==> src/rtl/fsmc_console_writer.sv <==
// fsmc_console_writer
// Turns FSMC bus register writes into character-cell writes for char_buf.
// Keeps a hardware text cursor (CR/LF, auto-advance, wrap without scrolling),
// runs a one-cell-per-cycle clear-screen sweep, and provides register
// read-back for the bus slave. The char_buf write port is fully registered.

module fsmc_console_writer #(
   parameter int          ADRW  = 8,
   parameter int          DATW  = 16,
   parameter int          COLS  = 160,
   parameter int          ROWS  = 64,
   parameter int          COLW  = 8,
   parameter int          ROWW  = 7,
   parameter logic [7:0]  BLANK = 8'h20
) (
   input  logic            clk,
   input  logic            nrst,
   input  logic            do_write,
   input  logic [ADRW-1:0] w_adr,
   input  logic [DATW-1:0] w_data,
   input  logic [ADRW-1:0] r_adr,
   output logic [DATW-1:0] rd_data,
   output logic            buf_we,
   output logic [ROWW-1:0] buf_row,
   output logic [COLW-1:0] buf_col,
   output logic [7:0]      buf_data,
   output logic            busy
);

   typedef enum logic {
      S_IDLE,
      S_CLEAR
   } state_t;

   localparam logic [ADRW-1:0] A_CHAR = ADRW'(0);
   localparam logic [ADRW-1:0] A_COL  = ADRW'(1);
   localparam logic [ADRW-1:0] A_ROW  = ADRW'(2);
   localparam logic [ADRW-1:0] A_CTRL = ADRW'(3);

   localparam logic [COLW-1:0] COL_MAX  = COLW'(COLS - 1);
   localparam logic [ROWW-1:0] ROW_MAX  = ROWW'(ROWS - 1);
   localparam logic [7:0]      COL_LIM8 = 8'(COLS - 1);
   localparam logic [7:0]      ROW_LIM8 = 8'(ROWS - 1);
   localparam logic [7:0]      CH_CR    = 8'h0D;
   localparam logic [7:0]      CH_LF    = 8'h0A;
   localparam logic [7:0]      DROP_MAX = 8'hFF;

   state_t          state, state_n;
   logic [COLW-1:0] cur_col, col_n;
   logic [ROWW-1:0] cur_row, row_n;
   logic [7:0]      drop_cnt, drop_n;
   logic            we_n, busy_n;
   logic [ROWW-1:0] brow_n;
   logic [COLW-1:0] bcol_n;
   logic [7:0]      bdata_n;

   // Only the low byte of a bus write carries information.
   logic [7:0]      wch;
   logic            unused_wdata;
   assign wch          = w_data[7:0];
   assign unused_wdata = ^w_data[DATW-1:8];

   // Cursor row after a line advance; the bottom row wraps to the top.
   logic [ROWW-1:0] row_inc;
   assign row_inc = (cur_row == ROW_MAX) ? '0 : cur_row + ROWW'(1);

   // The sweep position is the cell currently on the buf_* outputs.
   logic            sweep_last;
   assign sweep_last = (buf_row == ROW_MAX) && (buf_col == COL_MAX);

   // State, cursor, drop counter and registered char_buf port.
   // NOTE: non-blocking assignments here so every register samples the
   // pre-edge values computed by the combinational block below.
   always_ff @(posedge clk) begin
      if (!nrst) begin
         state    <= S_IDLE;
         cur_col  <= '0;
         cur_row  <= '0;
         drop_cnt <= '0;
         buf_we   <= 1'b0;
         buf_row  <= '0;
         buf_col  <= '0;
         buf_data <= '0;
         busy     <= 1'b0;
      end else begin
         state    <= state_n;
         cur_col  <= col_n;
         cur_row  <= row_n;
         drop_cnt <= drop_n;
         buf_we   <= we_n;
         buf_row  <= brow_n;
         buf_col  <= bcol_n;
         buf_data <= bdata_n;
         busy     <= busy_n;
      end
   end

   // Next-state logic: register decode in IDLE, cell sweep and drop counting in CLEAR.
   always_comb begin
      // NOTE: every signal gets a hold/default value first so no path leaves
      // one unassigned, which would otherwise infer a latch.
      state_n = state;
      col_n   = cur_col;
      row_n   = cur_row;
      drop_n  = drop_cnt;
      we_n    = 1'b0;
      brow_n  = buf_row;
      bcol_n  = buf_col;
      bdata_n = buf_data;
      busy_n  = busy;

      case (state)
         S_IDLE: begin
            if (do_write) begin
               case (w_adr)
                  A_CHAR: begin
                     if (wch == CH_CR) begin
                        col_n = '0;
                     end else if (wch == CH_LF) begin
                        col_n = '0;
                        row_n = row_inc;
                     end else begin
                        we_n    = 1'b1;
                        brow_n  = cur_row;
                        bcol_n  = cur_col;
                        bdata_n = wch;
                        if (cur_col == COL_MAX) begin
                           col_n = '0;
                           row_n = row_inc;
                        end else begin
                           col_n = cur_col + COLW'(1);
                        end
                     end
                  end
                  A_COL:  col_n = (wch > COL_LIM8) ? COL_MAX : COLW'(wch);
                  A_ROW:  row_n = (wch > ROW_LIM8) ? ROW_MAX : ROWW'(wch);
                  A_CTRL: begin
                     if (w_data[0]) begin
                        // First cell goes out on the same edge busy rises.
                        state_n = S_CLEAR;
                        busy_n  = 1'b1;
                        we_n    = 1'b1;
                        brow_n  = '0;
                        bcol_n  = '0;
                        bdata_n = BLANK;
                     end
                  end
                  default: ;
               endcase
            end
         end

         S_CLEAR: begin
            if (do_write && (drop_cnt != DROP_MAX)) begin
               drop_n = drop_cnt + 8'd1;
            end
            if (sweep_last) begin
               state_n = S_IDLE;
               busy_n  = 1'b0;
               col_n   = '0;
               row_n   = '0;
            end else begin
               we_n = 1'b1;
               if (buf_col == COL_MAX) begin
                  bcol_n = '0;
                  brow_n = buf_row + ROWW'(1);
               end else begin
                  bcol_n = buf_col + COLW'(1);
               end
            end
         end

         default: state_n = S_IDLE;
      endcase
   end

   // Register read-back, zero-extended to the bus width.
   always_comb begin
      rd_data = '0;
      case (r_adr)
         A_CHAR:  rd_data = DATW'(busy);
         A_COL:   rd_data = DATW'(cur_col);
         A_ROW:   rd_data = DATW'(cur_row);
         A_CTRL:  rd_data = DATW'(drop_cnt);
         default: rd_data = '0;
      endcase
   end

endmodule

==> config.mk <==
export PLATFORM = sky130hd
export DESIGN_NAME = fsmc_console_writer
export DESIGN_NICKNAME = d
export VERILOG_FILES = /design/src/rtl/fsmc_console_writer.sv
export SDC_FILE = /design/constraint.sdc
export NUM_CORES = 1
export LEC_CHECK = 0
export ABC_AREA = 1
export CAP_MARGIN = 20
export CORE_UTILIZATION = 25
export DETAILED_ROUTE_END_ITERATION = 10
export GPL_TIMING_DRIVEN = 0
export PLACE_DENSITY = 0.46
export SYNTH_ARGS = -nofsm -noshare
export SYNTH_HDL_FRONTEND = slang
export SYNTH_SLANG_ARGS = --single-unit
==> constraint.sdc <==
create_clock -name clk -period 3.9 [get_ports clk]
set_input_delay 0.78 -clock clk [delete_from_list [all_inputs] [get_ports clk]]
set_output_delay 0.78 -clock clk [all_outputs]
set_load 0.02 [all_outputs]
### Word level (Yosys, flattened, before mapping)

Cells that the tools add are included.

* add/sub/neg operators: 5
* order comparisons: 2
* equal/unequal tests: 29
* mux-type cells: 53
* bitwise logic cells: 1
* reductions and logical operators: 12

Operators by type and width (count)
* $mux W8: 15
* $mux W7: 13
* $pmux W8 S2: 5
* $pmux W7 S2: 4
* $eq A8 B2 Y1 const B: 4
* $pmux W8 S4: 1
* $add A8 B1 Y8 const B: 3
* $eq A8 B1 Y1 const B: 2
* $eq A8 B4 Y1 const B: 2
* $eq A8 B8 Y1 const B: 2
* $logic_not A8 Y1: 2
* $add A7 B1 Y7 const B: 2
* $eq A7 B6 Y1 const B: 2
* $ne A2 B2 Y1 const B: 6
* $reduce_and A6 Y1: 2
* $mux W1: 11
* $ne A3 B1 Y1 const B: 3
* $ne A3 B3 Y1 const B: 3
* $gt A8 B6 Y1 const B: 1
* $gt A8 B8 Y1 const B: 1
* $ne A8 B8 Y1 const B: 1
* $pmux W1 S2: 4
* $reduce_and A7 Y1: 1
* $ne A2 B1 Y1 const B: 3
* 8 further kinds: 9

* register bits: 49
* bits of input ports: 35
* output and inout bits: 41

### Depth between registers and ports, before layout

* depth in word-level cells: 8
* depth in mapped cells: 11
* depth with buffers taken out: 11

### Worst setup path after synthesis

No wires, ideal clock.

* path type: input -> output
* start: in r_adr[3]
* end: out rd_data[0]
* data arrival time: 1.828 ns
* setup slack: 1.292 ns
* stages: 4
* path buffers: 0
* cell sequence: or2_2 inv_1 nand4_1 o2111ai_1

* cells in the longest elaborated chain, start to end: 2
* elaborated cells on any way between the ends: 5
* classes of those cells: eq/ne (3); mux (1); reduce/logical (1)

Ends and longest elaborated chain
* start: declaration: line 21 `input logic [ADRW-1:0] r_adr,`
* $eq A8 B2 Y1 (tied with other cells): line 180 `case (r_adr)`
* $pmux W8 S4 *: line 180
* end: declaration: line 22 `output logic [DATW-1:0] rd_data,`

Mark *: on every way between the ends. The rest lies on a longest branch, timed or not.

### Worst setup path after layout

* start: in r_adr[3]
* end: out rd_data[6]

Same word-level chain as after synthesis.

==> flow_metrics.py <==
metrics = {
    "status": {
        "status": "complete, no violations",
    },
    "drt": {
        "first_iter_violations": 222,
        "via_count": 3995,
        "viasPerCell": 4.66,
        "wire_per_inst_um": 14.3,
        "first_pass_iters": 5,
        "antenna_left": 0,
        "drc": 0,
        "wirelength_um": 12200,
    },
    "place": {
        "dp_hpwl_um": 9530,
        "place_congestion": 0.883,
        "place_inst": 850,
        "numPortBuffers": 59,
        "post-place-ws_ns": 0.251,
    },
    "worst_setup_path": {
        "critPathBufInv": 3,
        "critPathMaxStageDelay_ns": 0.68,
        "worst_path_most_repeated_cell": "clkdlybuf4s50_1",
        "arrival_ns": 2.87,
        "ff2ff_setup_slack_ns": 2.01,
        "critical_path_class": "in2out",
        "cp.required_ns": 3.12,
        "critPathLaunchType": "input port",
        "cp_max_fo": 8,
        "critical_path.top_delay_family": "buffers and inverters",
        "rr_worst_depth": 8,
        "path_cells": "clkdlybuf4s50_1 > or2_2 > inv_1 > nand4_1 > o221ai_1 > clkdlybuf4s50_1",
        "end_kind": "output port",
        "r2r-end": "buf_row[0]",
        "slowest_stage": "clkdlybuf4s50_1",
        "r2r_start": "buf_col[0]",
    },
    "grt": {
        "grt_pass1_wl_um": 19700,
        "grt_max_degree": 15,
        "grt.busiest_layer": "met2",
        "overflow": 0,
        "grt_util_met2_pct": 26.2,
        "first_global_vias": 3728,
        "grt.total_usage_pct": 17.1,
        "grt.met3_usage_pct": 3.78,
        "grt_use_met1_pct": 24.1,
        "antenna_found_initial": 0,
    },
    "final_layout": {
        "final_cell_mix": "153 x nand2_1, 77 x inv_1, 73 x nor2_1",
        "drive_above_1_share_pct": 9.00,
        "final_common_cell": "nand2_1",
        "antennaDiodeCount": 0,
        "post-route-util_pct": 33.1,
        "area_delta_synth_final_pct": 27.3,
        "instances_no_fill": 858,
        "nets": 717,
    },
    "clocking": {
        "clk_pin_slew_ns": 0.07,
        "cts_resized": 0,
        "numCtsBuffers": 5,
        "hold_buffers": 0,
        "h-tree-depth": 2,
        "clock-root-buffer": "clkbuf_16",
        "clock-sinks": 49,
        "cts_tree": "built",
        "cts_setup_buffers": 0,
        "clock_latency_ns": 0.30,
        "cts_buffer_depth": 2,
    },
    "synth": {
        "syn-cell-area_um2": 3670,
        "synthCells": 604,
        "avgSynthCellArea_um2": 6.07,
        "async_flop_share_pct": 0,
        "ys_warn_count": 0,
        "yosysUniqueCellTypes": 39,
        "ys_ff_latch": 49,
        "ys_seq_area_share_pct": 26.7,
        "synthFlopType": "dfxtp_1",
        "synth_edf_count": 0,
    },
    "floorplanning": {
        "die_w_um": 123,
        "io_pins": 76,
        "initial_utilization_pct": 26.0,
        "die_h_um": 123,
        "core_um2": 14100,
        "die-area_um2": 15200,
        "rows": 43,
    },
    "timing": {
        "tightest_slew_ns": 0.581,
        "fmax_mhz": 274,
        "finClkSkew_ns": 0.00391,
        "finalSetupViolCount": 0,
        "finalMaxSlewViolations": 0,
        "hold_viol_final": 0,
        "rsz0062_at_grt": "false",
        "relSlewSlack_pct": 61.3,
        "whs_ns": 0.473,
        "setup_tns_ns": 0,
        "period_minus_slack_ns": 3.65,
        "worst_slack_ns": 0.245,
        "fin_crit_sh_pct": 93.7,
    },
    "hold_path": {
        "hold_start": "buf_data[6]",
        "hold_path_class": "reg2reg",
        "min_to": "buf_data[6]",
        "holdPathStages": 2,
    },
    "power_and_ir_drop": {
        "p_leak_nw": 2.09,
        "vdd_ir_drop_max_mv": 0.128,
        "p_per_area_nw_per_um2": 234,
    },
    "flow_run": {
        "drv_cap": 0,
    },
}
## where the power goes
part,internal (mW),switching [mW],leakage (nW)
sequential,0.501,0.00188,0.395
combinational,0.0442,0.0634,1.62
clock,0.272,0.207,0.0799
## worst max path at each step
stage | startpoint | endpoint | slack, ns | cells after the start
2_1_floorplan | r_adr[3] | rd_data[0] | 1.29 | 4
3_3_place_gp | r_adr[3] | rd_data[2] | 0.30 | 6
3_5_place_dp | r_adr[3] | rd_data[6] | 0.25 | 6
4_1_cts | r_adr[3] | rd_data[6] | 0.25 | 6
5_1_grt | r_adr[3] | rd_data[6] | 0.10 | 6
6_report | r_adr[3] | rd_data[6] | 0.25 | 6
## Yosys cell counts (2+ instances only)
cell type | instances | share of area (%)
o21ai_0 | 28 | 3.8
nand3_1 | 70 | 9.5
nor3_1 | 7 | 0.95
dfxtp_1 | 49 | 27
buf_6 | 3 | 0.92
o221ai_1 | 6 | 1.4
buf_2 | 5 | 0.68
nor2_2 | 5 | 0.85
xnor2_1 | 3 | 0.72
xor2_1 | 7 | 1.7
clkbuf_1 | 5 | 0.51
nand2_1 | 153 | 16
nor2_4 | 5 | 1.5
ha_1 | 5 | 1.7
nor2_1 | 73 | 7.5
a31oi_1 | 2 | 0.34
nand3_2 | 3 | 0.82
inv_1 | 77 | 7.9
nand3b_1 | 2 | 0.41
nand4_2 | 2 | 0.68
a21oi_1 | 41 | 5.6
nand2_4 | 3 | 0.92
buf_4 | 9 | 1.8
nand2_2 | 6 | 1.0
o22ai_1 | 4 | 0.68
inv_2 | 7 | 0.72
nand4_1 | 12 | 2.0
## registers in the layout, indices dropped and copies added (netlist names), 7 cells and up
| signal | cells |
|---|---|
| buf_data | 8 |
| drop_cnt | 8 |
| buf_row | 7 |
| buf_col | 8 |
| cur_row | 7 |
| cur_col | 8 |
## routing by layer
layer | vias up | routed length, um
li1 | 2087 | -
met1 | 1773 | 6070
met2 | 124 | 5190
met3 | 11 | 804
met4 | 0 | 182
met5 | - | 0
## worst reg2reg max path: stages, from the launching register on
cell and delay, ns:
dfxtp_1 0.40, ha_1 0.26, nand4_2 0.20, o21ai_2 0.31, nand2_1 0.11, nor2_2 0.26
nand3_1 0.12, nand2_1 0.09, nor2_1 0.04
## layout make-up
cell class / instances / area, um^2
fillers: 1597 / 9430
multi-input cells: 455 / 2250
flip-flops and latches: 49 / 981
repair buffers: 59 / 591
inverters: 85 / 319
well taps: 180 / 225
clock buffers: 7 / 153
plain buffers: 22 / 145
clock inverters: 1 / 5.00
## per-stage QoR
step | instance area (um^2) | power (mW)
global route | 4670 | 1.14
finish | 4670 | 1.09
CTS | 4670 | 1.11
floorplan | 3690 | 0.570
global placement | 4510 | 0.621
detailed placement | 4510 | 0.622
## cells by family after synthesis
group / share of synthesized area, %
xor+xnor: 2.39
simple gates: 43.3
compound gates: 13.1
flops: 26.7
buf+inv: 12.7
fa+ha+maj: 1.71
other cells: 0.102
Power figures use the tool's default switching activity.
